File: src/rtl/fft_input_loader_if.sv
`default_nettype none
// ============================================================================
//  Module      : fft_input_loader_if
//  Description : Sample-stream and frame-bus bundle between an upstream
//                sample source, the FFT input loader and the FFT input
//                register file.
//                  IN_VALID/IN_READY/IN_r/IN_i : complex sample stream
//                  BUSY                        : FFT core still working
//                  OUT_r/OUT_i                 : 32-slot frame bus, slot k
//                                                at [k*W +: W]
//                  OUT_VALID                   : one-cycle load strobe
//                  FRAME_CNT                   : frames emitted, mod 256
//                Modports: master = source/consumer side, slave = loader.
//  Revision    : 1.0 - initial release
// ============================================================================
interface fft_input_loader_if #(
    parameter int W = 30
);
    logic              IN_VALID;
    logic              IN_READY;
    logic [W-1:0]      IN_r;
    logic [W-1:0]      IN_i;
    logic              BUSY;
    logic [32*W-1:0]   OUT_r;
    logic [32*W-1:0]   OUT_i;
    logic              OUT_VALID;
    logic [7:0]        FRAME_CNT;

    modport master (
        output IN_VALID, IN_r, IN_i, BUSY,
        input  IN_READY, OUT_r, OUT_i, OUT_VALID, FRAME_CNT
    );

    modport slave (
        input  IN_VALID, IN_r, IN_i, BUSY,
        output IN_READY, OUT_r, OUT_i, OUT_VALID, FRAME_CNT
    );
endinterface
`default_nettype wire

File: src/rtl/fft_input_loader.sv
`default_nettype none
// ============================================================================
//  Module      : fft_input_loader
//  Description : Collects 32 complex Q(I.F) samples from a valid/ready stream
//                into a slot buffer and strobes OUT_VALID for one cycle once
//                the frame is complete and the FFT core is not BUSY.
//                Ports:
//                  CLK  - clock, rising edge
//                  RST  - synchronous active-high reset
//                  bus  - fft_input_loader_if.slave (stream in, frame out)
//                Build option:
//                  FFT_IN_BITREV_EN defined   -> sample n lands in slot
//                                                bitrev5(n)
//                  FFT_IN_BITREV_EN undefined -> sample n lands in slot n
//  Revision    : 1.0 - initial release
// ============================================================================
module fft_input_loader #(
    parameter int I = 19,
    parameter int F = 11
) (
    input  wire logic          CLK,
    input  wire logic          RST,
    fft_input_loader_if.slave  bus
);
    localparam int W = I + F;
    localparam int N = 32;

    typedef enum logic [1:0] {
        S_FILL = 2'd0,
        S_FULL = 2'd1,
        S_EMIT = 2'd2
    } state_t;

    state_t           r_state;
    logic [4:0]       r_cnt;
    logic [N*W-1:0]   r_out_r;
    logic [N*W-1:0]   r_out_i;
    logic [7:0]       r_frame_cnt;
    logic             r_in_ready;
    logic             r_out_valid;

    logic [4:0]       w_slot;
    logic             w_accept;

`ifdef FFT_IN_BITREV_EN
    // Bit-reversed placement feeds the in-place DIT core directly.
    assign w_slot = {r_cnt[0], r_cnt[1], r_cnt[2], r_cnt[3], r_cnt[4]};
`else
    assign w_slot = r_cnt;
`endif

    // r_in_ready is high exactly while in S_FILL, so it doubles as the
    // state qualifier for acceptance.
    assign w_accept = bus.IN_VALID & r_in_ready;

    always_ff @(posedge CLK) begin
        if (RST) begin
            r_state     <= S_FILL;
            r_cnt       <= 5'd0;
            r_out_r     <= '0;
            r_out_i     <= '0;
            r_frame_cnt <= 8'd0;
            r_in_ready  <= 1'b1;
            r_out_valid <= 1'b0;
        end else begin
            case (r_state)
                S_FILL: begin
                    if (w_accept) begin
                        r_out_r[int'(w_slot)*W +: W] <= bus.IN_r;
                        r_out_i[int'(w_slot)*W +: W] <= bus.IN_i;
                        // 5-bit counter wraps 31 -> 0 on the frame's last sample.
                        r_cnt <= r_cnt + 5'd1;
                        if (r_cnt == 5'd31) begin
                            r_state    <= S_FULL;
                            r_in_ready <= 1'b0;
                        end
                    end
                end
                S_FULL: begin
                    if (!bus.BUSY) begin
                        r_state     <= S_EMIT;
                        r_out_valid <= 1'b1;
                    end
                end
                S_EMIT: begin
                    r_state     <= S_FILL;
                    r_out_valid <= 1'b0;
                    r_in_ready  <= 1'b1;
                    r_frame_cnt <= r_frame_cnt + 8'd1;
                end
                default: begin
                    r_state     <= S_FILL;
                    r_cnt       <= 5'd0;
                    r_out_valid <= 1'b0;
                    r_in_ready  <= 1'b1;
                end
            endcase
        end
    end

    assign bus.IN_READY  = r_in_ready;
    assign bus.OUT_VALID = r_out_valid;
    assign bus.OUT_r     = r_out_r;
    assign bus.OUT_i     = r_out_i;
    assign bus.FRAME_CNT = r_frame_cnt;

endmodule
`default_nettype wire

File: src/flat_wrapper.sv
// flat-port wrapper written by rule: the top's interface ports become plain ports
module fft_input_loader_flat 
#(
    parameter int I = 19,
    parameter int F = 11
)
  (CLK, RST, bus_IN_VALID, bus_IN_r, bus_IN_i, bus_BUSY, bus_IN_READY, bus_OUT_r, bus_OUT_i, bus_OUT_VALID, bus_FRAME_CNT);
  fft_input_loader_if #(.W((30))) bus_i ();
  input  wire logic CLK;
  input  wire logic RST;
  input wire logic [$bits(bus_i.IN_VALID)-1:0] bus_IN_VALID;
  input wire logic [$bits(bus_i.IN_r)-1:0] bus_IN_r;
  input wire logic [$bits(bus_i.IN_i)-1:0] bus_IN_i;
  input wire logic [$bits(bus_i.BUSY)-1:0] bus_BUSY;
  output wire logic [$bits(bus_i.IN_READY)-1:0] bus_IN_READY;
  output wire logic [$bits(bus_i.OUT_r)-1:0] bus_OUT_r;
  output wire logic [$bits(bus_i.OUT_i)-1:0] bus_OUT_i;
  output wire logic [$bits(bus_i.OUT_VALID)-1:0] bus_OUT_VALID;
  output wire logic [$bits(bus_i.FRAME_CNT)-1:0] bus_FRAME_CNT;
  assign bus_i.IN_VALID = bus_IN_VALID;
  assign bus_i.IN_r = bus_IN_r;
  assign bus_i.IN_i = bus_IN_i;
  assign bus_i.BUSY = bus_BUSY;
  assign bus_IN_READY = bus_i.IN_READY;
  assign bus_OUT_r = bus_i.OUT_r;
  assign bus_OUT_i = bus_i.OUT_i;
  assign bus_OUT_VALID = bus_i.OUT_VALID;
  assign bus_FRAME_CNT = bus_i.FRAME_CNT;
  fft_input_loader #(.I(I), .F(F)) u_core (.CLK(CLK), .RST(RST), .bus(bus_i));
endmodule
File: config.mk
export PLATFORM = sky130hd
export DESIGN_NAME = fft_input_loader_flat
export DESIGN_NICKNAME = d
export VERILOG_FILES = /design/src/rtl/fft_input_loader_if.sv /design/src/rtl/fft_input_loader.sv /design/src/flat_wrapper.sv
export SDC_FILE = /design/constraint.sdc
export NUM_CORES = 2
export LEC_CHECK = 0
export BUFFER_PORTS_ARGS = -buffer_cell sky130_fd_sc_hd__buf_2
export CORE_AREA = 2 2 774 776
export DETAILED_ROUTE_END_ITERATION = 7
export DIE_AREA = 0 0 776 778
export PLACE_DENSITY = 0.3
export SYNTH_ARGS = -nofsm -noshare
export SYNTH_HDL_FRONTEND = slang
export SYNTH_SLANG_ARGS = --single-unit
File: constraint.sdc
create_clock -name CLK -period 10 [get_ports CLK]
set_input_delay 1.5 -clock CLK [delete_from_list [all_inputs] [get_ports CLK]]
set_output_delay 1.5 -clock CLK [all_outputs]
set_load 0.01 [all_outputs]
==> results.cfg <==
[outcome]
status = complete, no violations

[timing]
slew_viol_final = 0
tns_ns = 0
max_slew_margin = 0.0384
finClkSkew_ns = 0.0533
rsz0062_at_grt = false
worst_slack_ns = 2.64
setup_violations = 0
finalCritPeriodShare = 0.736
hold_violations = 0
fin_crit_ns = 7.36
worst_slew_pin_slew_ns = 1.44
max_freq_mhz = 136

[run]
cap_violations = 0

[cts]
cts_tree = yes
cts_htree_levels = 5
cts_resized = 0
cts_made_buffers = 277
clk_latency_ns = 0.98
post_cts.repair.setup_buffers = 0
clk_pin_slew_ns = 0.06
clkSinkCount = 1937
hold_buffers = 0
cts_buffer_depth = 4
cts_root_buf = clkbuf_16

[floorplan]
die_h_microns = 778
die_width_microns = 776
core_sq_um = 596000
rows = 284
initial_core_util = 0.133
pin_count = 1994
die_area_sq_um = 604000

[pwr]
p_seq_frac = 0.303
clkPwrFrac = 0.400
internal_power_mw = 15.3
swShare = 0.414
total_power_mw = 26.2
p_leak_nw = 43.1
power-per-cell-area_nw_per_um2 = 236
combPwrFrac = 0.298
p_switching_mw = 10.8
ir_worst_vdd_mv = 0.131

[setup_path]
cp_top_family = simple AND/OR/NAND/NOR gates
cp-end-kind = flop
critPathLaunchType = flop
r2r-start = u_core.r_cnt[2]
cp.arrival_ns = 8.23
crit_chain = fa_1 > fa_1 > fa_1 > buf_4 > nor3b_2 > and2_0 > o221ai_1 > nor2_1 > ha_1 > inv_2 > nor2_4 > nand3_4 > o31ai_2 > o221ai_1 > o211a_1
worstPathRequired_ns = 10.86
r2r_setup_slack_ns = 2.64
setup.worst_path.start = u_core.r_cnt[2]
path_max_fanout = 22
cpPeakStageDelay_ns = 1.19
critPathSlowestCell = o31ai_2
critical_path_class = flop to flop
cp-endpoint = u_core.bus.OUT_i[25]
crit_top_cell = fa_1
reg2reg_to = u_core.bus.OUT_i[25]
crit_buf_inv = 2
r2r_cells = 15
crit_cells = 15

[finish]
fillers = 66900
regArea_sq_um = 38800
fin_util = 0.186
multi_input_area_sq_um = 39500
nNetsFinal = 10900
layout-drive-gt1-share = 0.310
syn_to_final_growth_pct = 40.3

[synthesis]
synthCells = 8749
yosys.area_share.xor_xnor = 0.00232
yosys.area.top_type = dfxtp_1
synth-compound-area-share = 0.192
synth_top_area_share = 0.490
synth-seq-cells = 1937
synth.avg_cell_area_sq_um = 9.05
synth-seq-area-share = 0.490
synth_top_family_by_area = compound AO/OA/AOI/OAI gates
yosys.area_share.simple = 0.180
synth_fa_ha_area_frac = 0.00509
synth_edf_count = 0
synth.area.mux_share = 0.0966
synth.distinct_cells = 104
synth_area_leaders = dfxtp_1 49%, a211oi_1 9.0%, nor2_1 8.9%
synth_ff_type = dfxtp_1
synth_nets = 8841
synth_area_sq_um = 79200
async_flop_share = 0
yosysWarnings = 0

[grt]
grt_max_degree = 174
grt-ovfl-total = 0
antenna_found_initial = 78
track_usage = 0.239
grt_pass1_wl_microns = 939000
grt_pass1_vias = 78100

[routing]
via_count = 80700
firstDrtPassIters = 7
drt_iter0_drc = 6775
drt-vias-per-instance = 4.26
antenna_left = 0
drc = 0
routed_wl_microns = 755000
wl_per_cell_microns = 39.8

[place]
place_ws_ns = 2.75
place.gp.congestion = 0.947
hpwl_microns = 599000
io_buffers = 1993

[min_path]
min_path_type = flop to flop
worst min-delay path: cells and delay by family, from the launching register on:
| family | cells | cell delay [ns] |
|---|---|---|
| AO/OA/AOI/OAI | 1 | 0.05 |
| flip-flops | 1 | 0.30 |
| AND/OR/NAND/NOR | 1 | 0.05 |
synthesized netlist by cell type, types with 46 or more instances:
| cell type | instances |
|---|---|
| a211oi_1 | 954 |
| clkbuf_1 | 409 |
| mux4_2 | 55 |
| a21oi_1 | 349 |
| nor3_2 | 46 |
| nor3_1 | 293 |
| nor2b_1 | 117 |
| buf_2 | 159 |
| nand2_1 | 478 |
| nor2_1 | 1881 |
| mux2i_1 | 492 |
| o21ai_0 | 195 |
| nand2b_1 | 46 |
| o22ai_1 | 134 |
| mux2_2 | 132 |
| dfxtp_1 | 1937 |
| a22oi_1 | 61 |
| nand3_1 | 225 |
power groups by stage:
stage               Clock (mW)  Combinational [mW]  Sequential, mW
finish                    10.5                7.79            7.92
global route              11.1                7.89            7.93
CTS                       10.8                7.87            7.92
detailed placement           0                7.86            8.09
global placement             0                7.88            8.09
floorplan                    0                2.53            8.13
registers in the layout, summed over array words and instances (netlist names):
| signal | flops |
|---|---|
| u_core.bus.OUT_i | 960 |
| u_core.bus.OUT_r | 960 |
| u_core.bus.FRAME_CNT | 8 |
| u_core.r_cnt | 5 |
| u_core.r_state | 2 |
| u_core.bus.IN_READY | 1 |
| u_core.bus.OUT_VALID | 1 |
worst min path at each step:
stage                                        to  slack, ns             startpoint  cells after the start
final                     u_core.bus.OUT_i[875]       0.45  u_core.bus.OUT_i[875]                      2
after global routing      u_core.bus.OUT_r[609]       0.47  u_core.bus.OUT_r[609]                      2
after CTS                 u_core.bus.OUT_i[875]       0.45  u_core.bus.OUT_i[875]                      2
after detailed placement  u_core.bus.OUT_i[512]       0.44  u_core.bus.OUT_i[512]                      1
after global placement    u_core.bus.OUT_r[887]       0.44  u_core.bus.OUT_r[887]                      2
after floorplan               u_core.r_state[0]       0.47      u_core.r_state[0]                      2
cell type report:
type / instances / share of cell area
Timing Repair Buffer: 2433 / 0.121
Multi-Input combinational cell: 6168 / 0.356
Antenna cell: 30 / 0.000676
Tap cell: 7865 / 0.0886
Sequential cell: 1937 / 0.349
Clock inverter: 77 / 0.00947
Clock buffer: 416 / 0.0745
Inverter: 24 / 0.000878
metal layers:
metal	global-route usage	share of wire	up-vias
li1	-	-	36000
met1	0.268	0.38	40200
met2	0.411	0.48	3565
met3	0.0720	0.079	896
met4	0.119	0.061	0
met5	0	0	-
cell usage in the layout, fill, tap and decap left out, drive strengths merged, types with 22 or more instances in the layout:
cell	Yosys	final
buf	210	2433
dfxtp	1937	1937
nand3	229	229
a22oi	64	64
o21ai	228	228
o22a	41	41
o22ai	134	134
mux2i	492	492
nor2	1907	1907
inv	24	38
a22o	25	25
mux2	132	132
clkbuf	410	416
o211ai	36	36
a21o	22	22
o2bb2ai	39	39
nand2b	46	46
clkinv	0	44
a211oi	962	962
diode	0	30
nand4	26	26
or3	37	37
nor2b	117	117
nand2	478	478
a31oi	42	42
nor3	339	339
a21oi	352	352
mux4	55	55
o221ai	27	27
through the flow:
stage,hold slack [ns],area (sq um),instances
6_report,0.449,111000,19000
5_1_grt,0.466,111000,18900
4_1_cts,0.454,111000,18900
3_5_place_dp,0.444,102000,18400
3_3_place_gp,0.441,102000,18400
2_1_floorplan,0.467,79200,8749
cells by family (layout without fill, tap and decap cells):
group,after synthesis,count (layout)
xor gates and xnor gates,18,18
buffers and inverters,644,2950
and+or+nand+nor,3287,3287
DFF,1937,1937
AOI/OAI and AO/OA,2156,2156
other,0,30
adders and majority gates,28,28
muxes,679,679
(Power assumes the default switching activity.)
